[src/rtl/conv_soft_encoder.sv]
// Rate-1/2 convolutional encoder emitting signed I/Q soft symbols over a valid/ready handshake.
// Optional feature macro CONV_TAIL_EN: flush K-1 zero tail bits after each frame's last bit.
module conv_soft_encoder #(
    parameter int unsigned  K      = 7,
    parameter logic [K-1:0] G1     = 7'h79,
    parameter logic [K-1:0] G2     = 7'h5B,
    parameter int unsigned  SOFT_W = 8
) (
    input  logic                     clk,
    input  logic                     sys_rst_n,
    input  logic                     bit_in,
    input  logic                     valid_in,
    input  logic                     last_in,
    input  logic                     invert_q,
    output logic                     ready_in,
    output logic signed [SOFT_W-1:0] soft_out,
    output logic                     valid_out,
    input  logic                     ready_out,
    output logic                     sym_q,
    output logic                     last_out,
    output logic [K-2:0]             state_out,
    output logic [15:0]              frame_bits
);
    localparam int unsigned SW   = K - 1;
    localparam int unsigned FB_W = 16;
    localparam logic [SOFT_W-1:0] SOFT_ONE  = {1'b0, {(SOFT_W-1){1'b1}}};
    localparam logic [SOFT_W-1:0] SOFT_ZERO = {1'b1, {(SOFT_W-1){1'b0}}};

`ifdef CONV_TAIL_EN
    localparam int unsigned CNT_W = $clog2(K);
    typedef enum logic [2:0] {ST_IDLE, ST_SYM_I, ST_SYM_Q, ST_TAIL_I, ST_TAIL_Q} fsm_e;
`else
    typedef enum logic [1:0] {ST_IDLE, ST_SYM_I, ST_SYM_Q} fsm_e;
`endif

    function automatic logic [1:0] encode(input logic b, input logic [SW-1:0] st);
        logic [K-1:0] word;
        word = {b, st};
        return {^(word & G1), ^(word & G2)};
    endfunction

    function automatic logic [SW-1:0] next_state(input logic b, input logic [SW-1:0] st);
        return SW'({b, st} >> 1);
    endfunction

    function automatic logic [SOFT_W-1:0] smap(input logic b);
        return b ? SOFT_ONE : SOFT_ZERO;
    endfunction

    fsm_e              fsm_q, fsm_d;
    logic [SW-1:0]     enc_q, enc_d;
    logic [SOFT_W-1:0] soft_q, soft_d;
    logic              symq_q, symq_d;
    logic              last_q, last_d;
    logic              qbit_q, qbit_d;
    logic              lastbit_q, lastbit_d;
    logic              inv_q, inv_d;
    logic              first_q, first_d;
    logic [FB_W-1:0]   fb_q, fb_d;

    logic [1:0]        enc_c;
    logic              inv_eff_c;
    logic              tail_pend_c;
    logic              accept_c;
    logic              out_xfer_c;
    logic [FB_W-1:0]   fb_base_c;

`ifdef CONV_TAIL_EN
    logic [CNT_W-1:0]  tail_cnt_q, tail_cnt_d;
    logic [1:0]        enc_t_c;
    assign enc_t_c     = encode(1'b0, enc_q);
    assign tail_pend_c = lastbit_q;
`else
    assign tail_pend_c = 1'b0;
`endif

    assign enc_c      = encode(bit_in, enc_q);
    assign inv_eff_c  = first_q ? invert_q : inv_q;
    assign ready_in   = (fsm_q == ST_IDLE) || ((fsm_q == ST_SYM_Q) && ready_out && !tail_pend_c);
    assign accept_c   = valid_in && ready_in;
    assign valid_out  = (fsm_q != ST_IDLE);
    assign out_xfer_c = valid_out && ready_out;
    // Frame count restarts when the frame's final symbol leaves, even if a new bit lands that cycle.
    assign fb_base_c  = (out_xfer_c && last_q) ? '0 : fb_q;

    // Next-state and symbol sequencing
    always_comb begin
        fsm_d     = fsm_q;
        enc_d     = enc_q;
        soft_d    = soft_q;
        symq_d    = symq_q;
        last_d    = last_q;
        qbit_d    = qbit_q;
        lastbit_d = lastbit_q;
        inv_d     = inv_q;
        first_d   = first_q;
        fb_d      = fb_base_c;
`ifdef CONV_TAIL_EN
        tail_cnt_d = tail_cnt_q;
`endif
        case (fsm_q)
            ST_IDLE: ;
            ST_SYM_I: begin
                if (ready_out) begin
                    soft_d = smap(qbit_q);
                    symq_d = 1'b1;
`ifdef CONV_TAIL_EN
                    last_d = 1'b0;
`else
                    last_d = lastbit_q;
`endif
                    fsm_d  = ST_SYM_Q;
                end
            end
            ST_SYM_Q: begin
                if (ready_out) begin
                    fsm_d  = ST_IDLE;
                    symq_d = 1'b0;
                    last_d = 1'b0;
`ifdef CONV_TAIL_EN
                    if (lastbit_q) begin
                        fsm_d      = ST_TAIL_I;
                        tail_cnt_d = CNT_W'(K - 2);
                        soft_d     = smap(enc_t_c[1]);
                        qbit_d     = enc_t_c[0] ^ inv_q;
                        enc_d      = next_state(1'b0, enc_q);
                        lastbit_d  = 1'b0;
                    end
`endif
                end
            end
`ifdef CONV_TAIL_EN
            ST_TAIL_I: begin
                if (ready_out) begin
                    soft_d = smap(qbit_q);
                    symq_d = 1'b1;
                    last_d = (tail_cnt_q == '0);
                    fsm_d  = ST_TAIL_Q;
                end
            end
            ST_TAIL_Q: begin
                if (ready_out) begin
                    symq_d = 1'b0;
                    last_d = 1'b0;
                    if (tail_cnt_q == '0) begin
                        fsm_d = ST_IDLE;
                    end else begin
                        fsm_d      = ST_TAIL_I;
                        tail_cnt_d = tail_cnt_q - CNT_W'(1);
                        soft_d     = smap(enc_t_c[1]);
                        qbit_d     = enc_t_c[0] ^ inv_q;
                        enc_d      = next_state(1'b0, enc_q);
                    end
                end
            end
`endif
            default: fsm_d = ST_IDLE;
        endcase

        // A new bit overrides the idle/Q-done outcome; both symbols are computed now.
        if (accept_c) begin
            fsm_d     = ST_SYM_I;
            soft_d    = smap(enc_c[1]);
            symq_d    = 1'b0;
            last_d    = 1'b0;
            qbit_d    = enc_c[0] ^ inv_eff_c;
            enc_d     = next_state(bit_in, enc_q);
            inv_d     = inv_eff_c;
            first_d   = last_in;
            lastbit_d = last_in;
            fb_d      = (fb_base_c == '1) ? fb_base_c : fb_base_c + FB_W'(1);
        end
    end

    always_ff @(posedge clk or negedge sys_rst_n) begin
        if (!sys_rst_n) begin
            fsm_q     <= ST_IDLE;
            enc_q     <= '0;
            soft_q    <= '0;
            symq_q    <= 1'b0;
            last_q    <= 1'b0;
            qbit_q    <= 1'b0;
            lastbit_q <= 1'b0;
            inv_q     <= 1'b0;
            first_q   <= 1'b1;
            fb_q      <= '0;
`ifdef CONV_TAIL_EN
            tail_cnt_q <= '0;
`endif
        end else begin
            fsm_q     <= fsm_d;
            enc_q     <= enc_d;
            soft_q    <= soft_d;
            symq_q    <= symq_d;
            last_q    <= last_d;
            qbit_q    <= qbit_d;
            lastbit_q <= lastbit_d;
            inv_q     <= inv_d;
            first_q   <= first_d;
            fb_q      <= fb_d;
`ifdef CONV_TAIL_EN
            tail_cnt_q <= tail_cnt_d;
`endif
        end
    end

    assign soft_out   = soft_q;
    assign sym_q      = symq_q;
    assign last_out   = last_q;
    assign state_out  = enc_q;
    assign frame_bits = fb_q;

endmodule

[config.mk]
export PLATFORM = sky130hd
export DESIGN_NAME = conv_soft_encoder
export DESIGN_NICKNAME = d
export VERILOG_FILES = /design/src/rtl/conv_soft_encoder.sv
export SDC_FILE = /design/constraint.sdc
export NUM_CORES = 1
export LEC_CHECK = 0
export CAP_MARGIN = 10
export CORE_ASPECT_RATIO = 0.75
export CORE_MARGIN = 4
export CORE_UTILIZATION = 45
export CTS_CLUSTER_DIAMETER = 120
export CTS_CLUSTER_SIZE = 16
export DETAILED_ROUTE_END_ITERATION = 8
export PLACE_DENSITY_LB_ADDON = 0.15
export SETUP_SLACK_MARGIN = 0.2
export SYNTH_ARGS = -nofsm -noshare
export SYNTH_HDL_FRONTEND = slang
export SYNTH_SLANG_ARGS = --single-unit
[constraint.sdc]
create_clock -name clk -period 3.65 [get_ports clk]
set_input_delay 0.73 -clock clk [delete_from_list [all_inputs] [get_ports clk]]
set_output_delay 0.73 -clock clk [all_outputs]
set_load 0.1 [all_outputs]
==> impl_metrics.csv <==
group,metric,value,unit
setup_path,crit_chain,"clkdlybuf4s50_1 > o211ai_1 > and2_1 > ha_1 > nand4_1 > a211oi_1 > o311ai_0 > mux2i_1",
synthesis,synth_fa_ha_area_frac,0.00706,
placed_design,dpl.hpwl,3120,um
drt,vias_per_cell,5.62,
synthesis,synth_top_area_frac,0.438,
drt,wl_per_cell,15.4,um
job,max_cap_violations,0,
setup_path,criticalPathCategory,"in -> reg",
placed_design,dp.cells,273,
synthesis,muxShareOfSynthArea,0.0530,
grt,antenna_found_initial,0,
grt,grt_pass1_wl,7130,um
sta,max_freq,338,MHz
placed_design,dpl_worst_slack,0.452,ns
sta,slew_headroom,0.347,
setup_path,crit_buf_inv,1,
grt,grt_start_max_net_pins,33,
sta,finalMaxSlewViolations,0,
sta,grt_setup_unrepaired,"false",
clock_tree,cts_tree,"yes",
sta,worst_slew_pin_slew,0.977,ns
synthesis,post_synth_num_cell_types,42,
sta,fin_setup_tns,0,ns
hold_path,min_path_type,"reg -> reg",
synthesis,synth_compound_area_frac,0.136,
synthesis,async_flop_share,1.00,
final_layout,final_layout_size_suffix_gt1_frac,0.100,
placed_design,gp_congestion,0.862,
synthesis,synth_edf_count,0,
synthesis,yosys_warnings,0,
clock_tree,hold_buffers,0,
setup_path,slowest_delay,0.59,ns
floorplanning,die_h,62.3,um
final_layout,fillCellCount,329,
setup_path,worstRegToRegCells,7,
synthesis,ys_seq_elements,32,
synthesis,yosysSeqAreaShare,0.453,
synthesis,yosys.area.top_type,"dfrtp_1",
final_layout,layoutNonFillerInstCount,281,
setup_path,crit_fanout,7,
sta,finalSetupViolCount,0,
drt,drt_wl_total,4330,um
floorplanning,dieArea,0.00502,mm2
sta,fin_crit,2.96,ns
clock_tree,clkSlewWorstSetupHoldPaths,0.07,ns
clock_tree,cts_setup_buffers,0,
grt,overflow,0,
synthesis,synthFlopType,"dfrtp_1",
clock_tree,cts-buffers-inserted,5,
drt,first_pass_iters,4,
grt,grt_use_total,0.184,
placed_design,port_buffers,40,
sta,fin_ws,0.693,ns
floorplanning,io_pins,41,
clock_tree,cts_buffer_depth,2,
drt,ant_nets,0,
synthesis,syn_area,0.00177,mm2
sta,hold_viol,0,
final_layout,antenna_cells,0,
synthesis,yosysMostFrequentCell,"nand2_1",
final_layout,nets,236,
floorplanning,core,0.00373,mm2
setup_path,critPathArrivalTime,3.12,ns
drt,vias,1578,
grt,grt_pass1_vias,1456,
setup_path,endpoint_kind,"flop",
clock_tree,clock-root-buffer,"clkbuf_8",
synthesis,syn_avg_cell_area,9.42,um2
setup_path,crit_cells,8,
synthesis,synthXorXnorAreaFrac,0.0445,
synthesis,synth_top_family_by_area,"simple AND/OR/NAND/NOR gates",
floorplanning,die_x,80.5,um
setup_path,cp_slowest_cell,"a211oi_1",
synthesis,synth_commonest_cells,"nand2_1, dfrtp_1, nand4_1, nor2_1, xnor2_1",
synthesis,syn_inst,188,
outcome,status,"finished, final reports clean",
clock_tree,cts_sinks,32,
setup_path,cp-start-kind,"primary input",
floorplanning,start_util,0.475,
final_layout,finish.utilization,0.613,
synthesis,syn-num-nets,196,
hold_path,min_delay_path_depth,2,
synthesis,ys_top_cells_by_area,"dfrtp_1, nand2_1, xnor2_1",
clock_tree,h-tree-depth,2,
sta,fin_skew,0.00742,ns
final_layout,synthToLayoutAreaGrowth,29.1,%
sta,fin_crit_sh,0.810,
clock_tree,cts_resized,0,
floorplanning,core.rowCount,19,
drt,drc,0,
drt,drt_iter0_markers,143,
setup_path,critPathRequiredTime,3.81,ns
clock_tree,worstSkewPairLatency,0.29,ns
synthesis,synth-simple-area-share,0.254,
setup_path,path_delay_family,"compound AO/OA/AOI/OAI gates",
-- per-stage QoR --
| stage | hold WS [ns] | area [um2] |
|---|---|---|
| 2_1_floorplan | 0.434 | 1770 |
| 3_3_place_gp | 0.463 | 2190 |
| 3_5_place_dp | 0.475 | 2190 |
| 4_1_cts | 0.485 | 2290 |
| 5_1_grt | 0.494 | 2290 |
| 6_report | 0.483 | 2290 |
-- cells by family after synthesis --
kind of cell | after synthesis
simple gates | 88
flops | 32
mux | 9
compound gates | 34
xor+xnor | 9
fa+ha+maj | 1
buf+inv | 15
-- metal layers --
metal,up-vias,GRT usage,wire length (um)
met1,773,0.258,2100
met2,46,0.268,1930
met5,-,0,0
met3,7,0.0520,235
li1,752,-,-
met4,0,0.0696,65
-- tightest hold or removal path, stage by stage (launching register included) --
cell     delay, ns
dfstp_2       0.38
nand2_1       0.05
nand2_1       0.05
-- cell usage in the layout, fill, tap and decap left out, types with 3 or more instances in the layout --
| cell type | n |
|---|---|
| nand2_1 | 41 |
| clkdlybuf4s50_1 | 38 |
| dfrtp_1 | 31 |
| nand4_1 | 8 |
| nor2_1 | 8 |
| xnor2_1 | 8 |
| clkbuf_8 | 7 |
| buf_4 | 7 |
| nand2b_1 | 6 |
| a21oi_1 | 6 |
| mux2i_1 | 6 |
| o21ai_0 | 6 |
| and3_1 | 5 |
| a211oi_1 | 5 |
| and2_1 | 3 |
| inv_1 | 3 |
| mux2_2 | 3 |
-- worst paths after layout --
check / slack (ns) / endpoint / startpoint
max in group asynchronous: 2.48 / first_q / sys_rst_n
setup reg to reg: 1.05 / frame_bits[8] / fsm_q[0]
hold reg to reg: 0.48 / first_q / first_q
setup / recovery: 0.69 / frame_bits[8] / ready_out
hold / removal: 0.48 / first_q / first_q
min in group asynchronous: 0.83 / frame_bits[14] / sys_rst_n
-- area by class of cell --
cell class	count	area [um2]	area share
Multi-Input combinational cell	141	876	0.383
Sequential cell	32	802	0.351
Timing Repair Buffer	45	433	0.189
Clock buffer	8	100	0.0438
Tap cell	52	65.1	0.0284
Inverter	3	11.3	0.00492
-- registers in the layout, summed over array words and instances (netlist names) --
signal	count
frame_bits	16
state_out	6
fsm_q	2
soft_out	2
first_q	1
inv_q	1
last_out	1
lastbit_q	1
qbit_q	1
sym_q	1
Power is not shown: default switching activity piles up to over one toggle a cycle in this logic, so the estimate is an artifact.
